### src/rtl/add_stream_pkg.sv
// Shared types, sizing helpers and the per-lane add/saturate function for add_stream.
package add_stream_pkg;

    // Widest lane the shared add function supports; lanes are zero-extended to this.
    localparam int unsigned MAX_W  = 64;
    localparam int unsigned MAX_W1 = MAX_W + 1;

    // Default configuration.
    localparam int unsigned DEF_WIDTH = 8;
    localparam int unsigned DEF_DEPTH = 4;

    // Bits needed to hold an occupancy of 0..depth.
    function automatic int unsigned count_width(input int unsigned depth);
        return $clog2(depth + 1);
    endfunction

    localparam int unsigned DEF_CNT_W = $clog2(DEF_DEPTH + 1);

    // One FIFO entry at the default lane width.
    typedef struct packed {
        logic [DEF_WIDTH-1:0] sum;
        logic                 carry;
    } entry_t;

    // Adds two w-bit operands held in MAX_W-bit containers.
    // Returns {carry, sum}; carry sits at bit MAX_W, sum occupies bits [w-1:0].
    function automatic logic [MAX_W:0] lane_add(
        input logic [MAX_W-1:0] x,
        input logic [MAX_W-1:0] y,
        input int unsigned      w,
        input logic             sat_en
    );
        logic [MAX_W:0]   full;
        logic [MAX_W:0]   mask;
        logic             cout;
        logic [MAX_W-1:0] sum;
        full = {1'b0, x} + {1'b0, y};
        mask = (MAX_W1'(1) << w) - MAX_W1'(1);
        // Operands are below 2^w, so the only bit that can land above the mask is bit w.
        cout = |(full & ~mask);
        sum  = MAX_W'(full & mask);
        if (sat_en && cout) begin
            sum = MAX_W'(mask);
        end
        return {cout, sum};
    endfunction

endpackage

### src/rtl/add_stream_fifo.sv
// Generic DEPTH x DATA_W synchronous FIFO with ready/valid on both sides.
// DEPTH must be a power of two and >= 2 so the pointers wrap naturally.
module add_stream_fifo
    import add_stream_pkg::*;
#(
    parameter int unsigned DATA_W = 9,
    parameter int unsigned DEPTH  = 4
) (
    input  logic                       clk,
    input  logic                       rst,
    input  logic                       in_valid,
    output logic                       in_ready,
    input  logic [DATA_W-1:0]          in_data,
    output logic                       out_valid,
    input  logic                       out_ready,
    output logic [DATA_W-1:0]          out_data,
    output logic [$clog2(DEPTH+1)-1:0] count
);
    localparam int unsigned PTR_W = $clog2(DEPTH);
    localparam int unsigned CNT_W = count_width(DEPTH);

    logic [PTR_W-1:0]  wr_ptr_q, wr_ptr_d;
    logic [PTR_W-1:0]  rd_ptr_q, rd_ptr_d;
    logic [CNT_W-1:0]  count_q,  count_d;
    logic [DATA_W-1:0] mem_q [DEPTH];
    logic [DATA_W-1:0] mem_d [DEPTH];
    logic              push;
    logic              pop;

    // Handshake flags derive from registered occupancy only; out_ready never reaches in_ready.
    assign in_ready  = (count_q < CNT_W'(DEPTH));
    assign out_valid = (count_q != '0);
    assign out_data  = mem_q[rd_ptr_q];
    assign count     = count_q;
    assign push      = in_valid && in_ready;
    assign pop       = out_valid && out_ready;

    // Next pointer and occupancy state.
    always_comb begin
        wr_ptr_d = wr_ptr_q;
        rd_ptr_d = rd_ptr_q;
        count_d  = count_q;
        if (push) begin
            wr_ptr_d = wr_ptr_q + PTR_W'(1);
        end
        if (pop) begin
            rd_ptr_d = rd_ptr_q + PTR_W'(1);
        end
        case ({push, pop})
            2'b10:   count_d = count_q + CNT_W'(1);
            2'b01:   count_d = count_q - CNT_W'(1);
            default: count_d = count_q;
        endcase
    end

    // Next storage contents: write the incoming entry at the write pointer.
    always_comb begin
        mem_d = mem_q;
        if (push) begin
            mem_d[wr_ptr_q] = in_data;
        end
    end

    // Pointer and occupancy registers; reset flushes all entries.
    always_ff @(posedge clk or posedge rst) begin
        if (rst) begin
            wr_ptr_q <= '0;
            rd_ptr_q <= '0;
            count_q  <= '0;
        end else begin
            wr_ptr_q <= wr_ptr_d;
            rd_ptr_q <= rd_ptr_d;
            count_q  <= count_d;
        end
    end

    // Storage is intentionally not reset.
    always_ff @(posedge clk) begin
        mem_q <= mem_d;
    end

endmodule

### src/rtl/add_stream.sv
// Multi-lane registered adder with valid/ready handshakes and an output FIFO.
// Build option: define ADD_STREAM_SAT_EN to saturate overflowing lanes to all-ones
// (carry still reports 1); otherwise lane sums wrap modulo 2^WIDTH.
// WIDTH must not exceed add_stream_pkg::MAX_W.
module add_stream
    import add_stream_pkg::*;
#(
    parameter int unsigned WIDTH = 8,
    parameter int unsigned LANES = 1,
    parameter int unsigned DEPTH = 4
) (
    input  logic                       clk,
    input  logic                       rst,
    input  logic                       in_valid,
    output logic                       in_ready,
    input  logic [LANES*WIDTH-1:0]     a,
    input  logic [LANES*WIDTH-1:0]     b,
    output logic                       out_valid,
    input  logic                       out_ready,
    output logic [LANES*WIDTH-1:0]     c,
    output logic [LANES-1:0]           carry,
    output logic [$clog2(DEPTH+1)-1:0] count
);
`ifdef ADD_STREAM_SAT_EN
    localparam logic SAT_EN = 1'b1;
`else
    localparam logic SAT_EN = 1'b0;
`endif

    localparam int unsigned SUM_W  = LANES * WIDTH;
    localparam int unsigned DATA_W = SUM_W + LANES;

    logic [SUM_W-1:0]  lane_sum;
    logic [LANES-1:0]  lane_carry;
    logic [DATA_W-1:0] fifo_out;

    // Independent lane adders; no carry passes between lanes.
    for (genvar k = 0; k < int'(LANES); k++) begin : g_lane
        logic [MAX_W:0] res;
        logic           unused_res;

        // Per-lane add with optional saturation.
        always_comb begin
            res = lane_add(MAX_W'(a[k*WIDTH +: WIDTH]), MAX_W'(b[k*WIDTH +: WIDTH]),
                           WIDTH, SAT_EN);
        end

        assign lane_sum[k*WIDTH +: WIDTH] = res[WIDTH-1:0];
        assign lane_carry[k]              = res[MAX_W];
        assign unused_res                 = ^res;
    end

    add_stream_fifo #(
        .DATA_W (DATA_W),
        .DEPTH  (DEPTH)
    ) u_fifo (
        .clk       (clk),
        .rst       (rst),
        .in_valid  (in_valid),
        .in_ready  (in_ready),
        .in_data   ({lane_carry, lane_sum}),
        .out_valid (out_valid),
        .out_ready (out_ready),
        .out_data  (fifo_out),
        .count     (count)
    );

    assign c     = fifo_out[SUM_W-1:0];
    assign carry = fifo_out[DATA_W-1:SUM_W];

endmodule

### config.mk
export PLATFORM = sky130hd
export DESIGN_NAME = add_stream
export DESIGN_NICKNAME = d
export VERILOG_FILES = /design/src/rtl/add_stream_pkg.sv /design/src/rtl/add_stream_fifo.sv /design/src/rtl/add_stream.sv
export SDC_FILE = /design/constraint.sdc
export NUM_CORES = 1
export LEC_CHECK = 0
export BUFFER_PORTS_ARGS = -buffer_cell sky130_fd_sc_hd__buf_4
export CAP_MARGIN = 20
export CORE_MARGIN = 1.5
export CORE_UTILIZATION = 55
export CTS_BUF_LIST = sky130_fd_sc_hd__clkbuf_16
export DETAILED_ROUTE_END_ITERATION = 10
export GPL_TIMING_DRIVEN = 1
export MAX_ROUTING_LAYER = met4
export PLACE_DENSITY = 0.9
export SYNTH_ARGS = -nofsm -noshare
export SYNTH_HDL_FRONTEND = slang
export SYNTH_HIERARCHICAL = 1
export SYNTH_SLANG_ARGS = --single-unit
### constraint.sdc
create_clock -name clk -period 4.7 [get_ports clk]
set_input_delay 0.235 -clock clk [delete_from_list [all_inputs] [get_ports clk]]
set_output_delay 0.235 -clock clk [all_outputs]
set_load 0.02 [all_outputs]
## Word-level counts from Yosys, hierarchy flattened

Cells that the tools add are included.

- Add/sub/neg operators: 5
- $lt $le $gt $ge: 4
- Equal/unequal tests: 2
- Multiplexer cells: 7
- Bitwise operators: 2
- Reduce and logical (&&, ||, !) cells: 6

Operator list:

| kind | number |
|---|---|
| $reduce_or 57->1 | 1 |
| $bwmux 36 | 1 |
| $mux 9 | 3 |
| $bmux 9 s2 | 1 |
| $demux 9 s2 | 1 |
| $add 8x8->9 | 1 |
| $ge 3x3->1 const B | 2 |
| $not 2->3 | 2 |
| $pmux 3 s2 | 1 |
| $add 2x1->2 const B | 2 |
| $add 3x1->3 const B | 1 |
| $logic_and 1x1->1 | 3 |
| $lt 3x1->1 const B | 1 |
| $lt 3x3->1 const B | 1 |
| $reduce_bool 3->1 | 1 |
| $sub 3x1->3 const B | 1 |
| $eq 2x1->1 const B | 1 |
| $eq 2x2->1 const B | 1 |
| $reduce_bool 2->1 | 1 |

- Register bits: 43
- Input port bits: 20
- Word-level logic and storage cells: 33

## Longest topological paths before layout

Gate-level depths: netlist of the first run.

- Word-level depth: 6
- Mapped depth: 9
- Mapped depth without buffers: 8

## Hierarchy

The synthesis of the first run kept the hierarchy.

By module, submodules not included:

| module | times used | cells each | area an instance (um2) | sequential area each (um2) |
|---|---|---|---|---|
| add_stream_fifo | 1 | 87 | 1719.1 | 1256.2 |
| add_stream | 1 | 42 | 324.1 | 0.0 |

## Worst setup path before layout of the first run

Ideal clock, no wire load.

- Path type: register to register
- From: register u_fifo.count_q[2], in the netlist u_fifo/count[2]
- To: register u_fifo.count_q[2], in the netlist u_fifo/count[2]
- Setup time: 0.080 ns
- Data arrival time: 1.692 ns
- Data required time: 4.620 ns
- Slack: 2.928 ns
- Cell stages (with the launch flop): 10
- Buffers on the path: 1
- Period minus slack after synthesis: 1.772 ns
- Cell sequence: dfrtp_1 -> nor2b_1 -> clkbuf_1 -> inv_1 -> ha_1 -> inv_1 -> fa_1 -> xor2_1 -> nor2_1 -> xnor2_1

- Longest elaborated chain between the ends: 4
- Elaborated cells between the ends (all ways): 10

RTL lines:

| element | RTL line | source |
|---|---|---|
| start: declaration | add_stream_fifo.sv:24 | `logic [CNT_W-1:0] count_q, count_d;` |
| start signal: assignment | add_stream_fifo.sv:73 | `count_q <= count_d;` |
| $lt 3x3->1 / $reduce_bool 3->1 (equally long branches) | add_stream_fifo.sv:31, add_stream_fifo.sv:32 |  |
| $logic_and 1x1->1, on equally long branches | add_stream_fifo.sv:35, add_stream_fifo.sv:36 |  |
| $eq 2x1->1 / $eq 2x2->1 (equally long branches) | add_stream_fifo.sv:49 | `case ({push, pop})` |
| $pmux 3 s2 / $reduce_bool 2->1 (equally long branches) | -- |  |

Several ways; a longest one is shown, not always the timed one.
A chain may end at the register's enable or synchronous reset.

## Final worst setup path of the first run

- From: register u_fifo.rd_ptr_q[0]
- To: output c[0]

- Longest elaborated chain between the ends: 4

RTL lines:

| element | RTL line | source |
|---|---|---|
| start: declaration | add_stream_fifo.sv:23 | `logic [PTR_W-1:0] rd_ptr_q, rd_ptr_d;` |
| start signal: assignment | add_stream_fifo.sv:72 | `rd_ptr_q <= rd_ptr_d;` |
| $not 2->3 (implied by the code) | add_stream_fifo.sv:33 | `assign out_data = mem_q[rd_ptr_q];` |
| $bmux 9 s2 | add_stream_fifo.sv:33 |  |
| $mux 9 (implied by the code) (2 in a row) | add_stream_fifo.sv:33 |  |
| end: declaration | add_stream.sv:20 | `output logic [LANES*WIDTH-1:0] c,` |

Every way passes these cells. The select of a mux whose other input is x is not followed.

==> impl_metrics.yaml, run 1 <==
yosys:
  synth_adder_area_share_pct: 9.920
  syn_nets: 164
  muxShareOfSynthArea_pct: 11.08
  netlist_instances: 129
  synth_top_family_by_area: "multiplexers"
  yosysSeqAreaShare_pct: 61.48
  ys_top_cells_by_area: "edfxtp_1, mux4_2, dfrtp_1, ha_1, xnor2_1"
  synth-compound-area-share_pct: 5.083
  synth-simple-area-share_pct: 5.144
  yosysWarnings: 6
  synthXorXnorAreaFrac_pct: 4.287
  synth_top_area_cell: "edfxtp_1"
  synth.top_cell.area_share_pct: 52.91
  synth.distinct_cells: 29
  avgSynthCellArea_um2: 15.84
  syn_area_um2: 2043
  ys_seq_elements: 43
timing:
  post-route-period-util_pct: 44.05
  slew_violations: 0
  max_freq_mhz: 483.0
  setup_viol: 0
  period_needed_ps: 2070
  relSlewSlack_pct: 57.53
  skew_ps: 7.247
  rsz0062_at_grt: "false"
  hold_viol: 0
  fin_tns_setup_ps: 0
  tightest_slew_ps: 637.1
global_route:
  grt_pass1_wl_um: 6058
  gr-usage-all-layers_pct: 21.56
  grt-ovfl-total: 0
  antenna_found_initial: 0
  grt_max_degree: 14
  grt_pass1_vias: 1275
die:
  die-area_um2: 4090
  start_util_pct: 59.36
  die_y_um: 63.95
  rows: 21
  coreArea_um2: 3442
  die_width_um: 63.95
  ios: 34
layout:
  diodes: 0
  fin_area_um2: 2476
  layout_common_cells: "edfxtp_1, buf_4, ha_1"
  fin_nets: 202
  syn2layout_area_growth_pct: 21.19
  drive_above_1_share_pct: 28.57
  final_common_cell: "edfxtp_1"
clocking:
  root_buffer: "clkbuf_16"
  clkTransAtPathRegs_ps: 60
  h-tree-depth: 2
  cts_buffer_depth: 2
  cts.sinks: 43
  post_cts_buffers: 0
  cts_made_buffers: 5
  clock_latency_ps: 290
  tritoncts: "yes"
setup_path:
  rrSetupSlack_ps: 2810
  slowest_stage: "dfrtp_1"
  crit_type: "reg2out"
  arrival_ps: 1840
  worstSetupEndpointType: "output port"
  max_stage_delay_ps: 750
  crit_chain: "mux4_1, buf_4"
  required_ps: 4470
  crit_fanout: 11
  r2r-start: "u_fifo/count[2]"
  reg2reg_to: "u_fifo/count[2]"
  startpoint_type: "flip-flop"
  r2r_cells: 8
drt:
  top_layer_used: "met4"
  wirelength_met1_um: 1417
  vias: 1194
  route.met2.wl_um: 2136
  antenna_left: 0
  wl_um: 3776
  wl_per_cell_um: 17.64
  drc: 0
  met3_length_um: 115
  via_per_inst: 5.579
  drt-initial-drc-count: 36
  dr.pass1.iters: 4
min_path:
  hold_start: "out_ready"
  hp-class: "in2reg"
  hold_end: "u_fifo/rd_ptr_q[0]"
  min_path_cells: 3
power_and_ir_drop:
  power_mw: 1.426
  max-vdd-ir-drop_v: 0.0003526
  powerDensity_nw_per_um2: 576.0
  p_leak_nw: 0.9914
placement:
  place_area_um2: 2328
  portBuffers: 33
  gp_congestion: 0.7749
  hpwl_um: 2612
outcome:
  status: "finished clean"
flow_run:
  cap_viol_max_count: 0
==> routing by layer <==
layer  track usage (%)  vias to the layer above
li1                  -                      561
met1             22.11                      591
met2             37.76                       34
met3             4.225                        8
met4             13.32                        0
met5                 -                        -
==> registers in the layout, summed over array words and instances, names as in the netlist <==
signal / flops
u_fifo/rd_ptr_q: 2
u_fifo/mem_q: 36
u_fifo/wr_ptr_q: 2
u_fifo/count: 3
==> repair_timing <==
item | CTS | global route
gates resized for setup | 0 | 0
setup endpoints to repair | 0 | 0
endpoints found under the hold margin | 7 | 0
hold buffers | 1 | 0
==> cells in the mapped netlist <==
| cell | number |
|---|---|
| edfxtp_1 | 36 |
| ha_1 | 13 |
| inv_1 | 10 |
| mux4_2 | 8 |
| dfrtp_1 | 7 |
| xnor2_1 | 6 |
| a21oi_1 | 5 |
| nand2_1 | 5 |
| and2_1 | 4 |
| xor2_1 | 4 |
| nand3_1 | 3 |
| nor2_1 | 3 |
| nor2b_1 | 3 |
| a21o_1 | 2 |
| a311o_1 | 2 |
| fa_1 | 2 |
| mux2i_1 | 2 |
| nor3_1 | 2 |
| o21ai_0 | 2 |
| a2111oi_0 | 1 |
| a221oi_1 | 1 |
| buf_2 | 1 |
| buf_6 | 1 |
| clkbuf_1 | 1 |
| inv_2 | 1 |
| mux4_1 | 1 |
| nor4_1 | 1 |
| o21bai_1 | 1 |
| o31a_1 | 1 |
==> cells by family (layout without fill, tap and decap cells) <==
| family | count (synthesis) | in the layout |
|---|---|---|
| compound gates | 15 | 15 |
| xor+xnor | 10 | 10 |
| fa+ha+maj | 15 | 15 |
| buf+inv | 14 | 53 |
| flops | 43 | 43 |
| mux | 11 | 11 |
| simple gates | 21 | 21 |
==> critical path: cells and delay by family, from the launching register on <==
family                 cells  cell delay (ps)
flip-flops                 1              750
multiplexers               1              630
buffers and inverters      1              170
==> final cells by class <==
class	instances	area, um2
Clock buffer	5	125.1
Multi-Input combinational cell	72	725.7
Sequential cell	43	1256
Timing Repair Buffer	34	257.7
Fill cell	208	965.9
Tap cell	46	57.56
Clock inverter	3	12.51
Inverter	11	41.29
==> power by group <==
part / internal [mW] / leakage, nW / switching (mW)
clock network: 0.192 / 0.0724 / 0.129
registers: 0.510 / 0.409 / 0.0768
logic: 0.252 / 0.509 / 0.268
total: 0.953 / 0.991 / 0.473
==> how the worst max path moves through the flow <==
stage | startpoint | to | slack [ps]
6_report | u_fifo/rd_ptr_q[0] | c[0] | 2630
5_1_grt | u_fifo/rd_ptr_q[0] | c[0] | 2530
4_1_cts | u_fifo/rd_ptr_q[0] | c[0] | 2610
3_5_place_dp | a[0] | u_fifo/mem_q[8] | 2750
3_3_place_gp | a[0] | u_fifo/mem_q[26] | 2870
2_1_floorplan | u_fifo/count[2] | u_fifo/count[2] | 2930
==> per-stage QoR <==
step | cells | hold WS [ps] | setup slack, ps | util, %
after global routing | 214 | 365.9 | 2528 | 71.94
after CTS | 214 | 325.0 | 2610 | 71.94
final | 214 | 331.6 | 2630 | 71.94
after floorplan | 129 | 38.40 | 2928 | -
after global placement | 205 | 176.8 | 2871 | 67.65
after detailed placement | 205 | 193.1 | 2751 | 67.65
Power figures use the tool's default switching activity.
==> inputs of run 2 (changes only) <==
--- a/config.mk
+++ b/config.mk
@@ -8,12 +8,12 @@
 export BUFFER_PORTS_ARGS = -buffer_cell sky130_fd_sc_hd__buf_4
 export CAP_MARGIN = 20
 export CORE_MARGIN = 1.5
-export CORE_UTILIZATION = 55
+export CORE_UTILIZATION = 50
 export CTS_BUF_LIST = sky130_fd_sc_hd__clkbuf_16
 export DETAILED_ROUTE_END_ITERATION = 10
 export GPL_TIMING_DRIVEN = 1
 export MAX_ROUTING_LAYER = met4
-export PLACE_DENSITY = 0.9
+export PLACE_DENSITY = 0.87
 export SYNTH_ARGS = -nofsm -noshare
 export SYNTH_HDL_FRONTEND = slang
 export SYNTH_HIERARCHICAL = 1
==> constraint.sdc (replaced) <==
create_clock -name clk -period 1.9 [get_ports clk]
set_input_delay 0.095 -clock clk [delete_from_list [all_inputs] [get_ports clk]]
set_output_delay 0.095 -clock clk [all_outputs]
set_load 0.02 [all_outputs]
==> run 2 against run 1 <==
Net effect: critical path depth is 3 higher; cell count is 3.3% higher; setup slack worse by 2500 ps.
==> impl_metrics.yaml, run 2 (same netlist as run 1, synthesis figures left out) <==
timing:
  skew_ps: 2.903
  slew_violations: 0
  holdWs_ps: 179.8
  max_freq_mhz: 580.9
  setup_viol: 0
  rsz0062_at_grt: "false"
  period_needed_ps: 1721
  post-route-period-util_pct: 90.60
  fin_tns_setup_ps: 0
  tightest_slew_ps: 503.5
  hold_viol: 0
  relSlewSlack_pct: 66.43
power_and_ir_drop:
  max-vdd-ir-drop_v: 0.0006541
  combPwrFrac_pct: 38.6
  intPower_mw: 2.399
  powerDensity_nw_per_um2: 1427
  p_clk_share_pct: 22.4
  p_leak_nw: 1.005
  power_frac_seq_pct: 39.0
  switching_power_mw: 1.180
  swShare_pct: 32.97
layout:
  regMostFlops: "u_fifo/mem_q"
  register_area_um2: 1256
  multi_input_area_um2: 725.7
  layout_common_cells: "buf_4, edfxtp_1, ha_1"
  drive_above_1_share_pct: 30.41
  largest_reg_flops: 36
  diodes: 0
  syn2layout_area_growth_pct: 22.72
  fin_nets: 205
  fill_cells: 285
die:
  die_y_um: 66.93
  coreArea_um2: 3971
  rows: 23
  die_width_um: 66.93
  start_util_pct: 51.45
  die-area_um2: 4479
  ios: 34
clocking:
  cts_hold_buf: 1
  clkTransAtPathRegs_ps: 60
  clock_latency_ps: 280
  cts_resized: 0
  tritoncts: "yes"
  cts_buffer_depth: 2
  post_cts_buffers: 0
  h-tree-depth: 2
  root_buffer: "clkbuf_16"
  cts_made_buffers: 5
  cts.sinks: 43
setup_path:
  r2r_cells: 5
  worstSetupEndpointType: "flip-flop"
  arrival_ps: 1920
  rrSetupSlack_ps: 180
  crit_type: "reg2reg"
  crit_fanout: 4
  reg2reg_to: "u_fifo/count[1]"
  required_ps: 2100
  r2r-start: "u_fifo/count[0]"
  startpoint_type: "flip-flop"
drt:
  antenna_left: 0
  via_per_inst: 5.475
  wl_um: 3644
  drt-initial-drc-count: 83
  wl_per_cell_um: 16.49
  drc: 0
  dr.pass1.iters: 4
  vias: 1210
global_route:
  antenna_found_initial: 0
  grt_pass1_vias: 1219
  grt_max_degree: 14
  grt_pass1_wl_um: 5961
  grt-ovfl-total: 0
  gr-usage-all-layers_pct: 19.98
min_path:
  min_path_cells: 2
  hold_start: "b[0]"
  hp-class: "in2reg"
  hold_end: "u_fifo/mem_q[18]"
placement:
  hpwl_um: 2759
  gp_congestion: 0.7572
  portBuffers: 33
flow_run:
  cap_viol_max_count: 0
outcome:
  status: "finished clean"
==> run 2: cell types whose count changed in the layout (fill, tap and decap cells not counted), sizes merged <==
| cell | before | now |
|---|---|---|
| buf | 33 | 36 |
| clkinv | 2 | 1 |
| clkinvlp | 0 | 1 |
==> run 2: layer usage <==
metal  share of wire [%]  vias up  GRT usage (%)
li1                    -      565              -
met1                  39      605          21.62
met2                  55       35          34.75
met3                 4.6        5          5.743
met4                 1.1        0          7.653
met5                   0        -              -
==> run 2: stage by stage <==
step	worst slack (ps)	power (mW)	std cells	area (um2)	util (%)
floorplan	128.1	2.305	129	2043	-
global placement	225.8	2.726	212	2356	59.33
detailed placement	125.9	2.803	212	2356	59.33
CTS	176.4	3.611	221	2507	63.14
global route	15.32	3.786	221	2507	63.14
finish	178.6	3.579	221	2507	63.14
==> run 2: final cells by class <==
class / count / share of cell area [%]
sequential: 43 / 50.10
multi-input combinational: 72 / 28.94
timing repair buffer: 37 / 11.18
clock buffer: 5 / 4.990
tap: 50 / 2.495
inverter: 11 / 1.647
clock inverter: 3 / 0.6487
==> run 2: worst max path at each step <==
stage / start / to / cells past startpoint
final: u_fifo/count[0] / u_fifo/count[1] / 5
after detailed placement: a[0] / u_fifo/mem_q[26] / 7
after CTS: u_fifo/count[0] / u_fifo/count[2] / 7
after floorplan: u_fifo/count[2] / u_fifo/count[2] / 9
after global routing: u_fifo/count[0] / u_fifo/count[2] / 7
after global placement: a[0] / u_fifo/mem_q[35] / 7
==> run 2: critical path, stage by stage, from the launching register on <==
cell and delay, ps:
dfrtp_1 420, o31a_1 350, ha_1 220, inv_1 70, fa_1 420, mux2i_1 160
==> run 2: power groups by stage <==
stage	sequential (mW)	combinational, mW	clock (mW)
finish	1.40	1.38	0.802
global route	1.41	1.52	0.857
CTS	1.40	1.40	0.816
detailed placement	1.42	1.39	0
global placement	1.39	1.33	0
floorplan	1.38	0.922	0
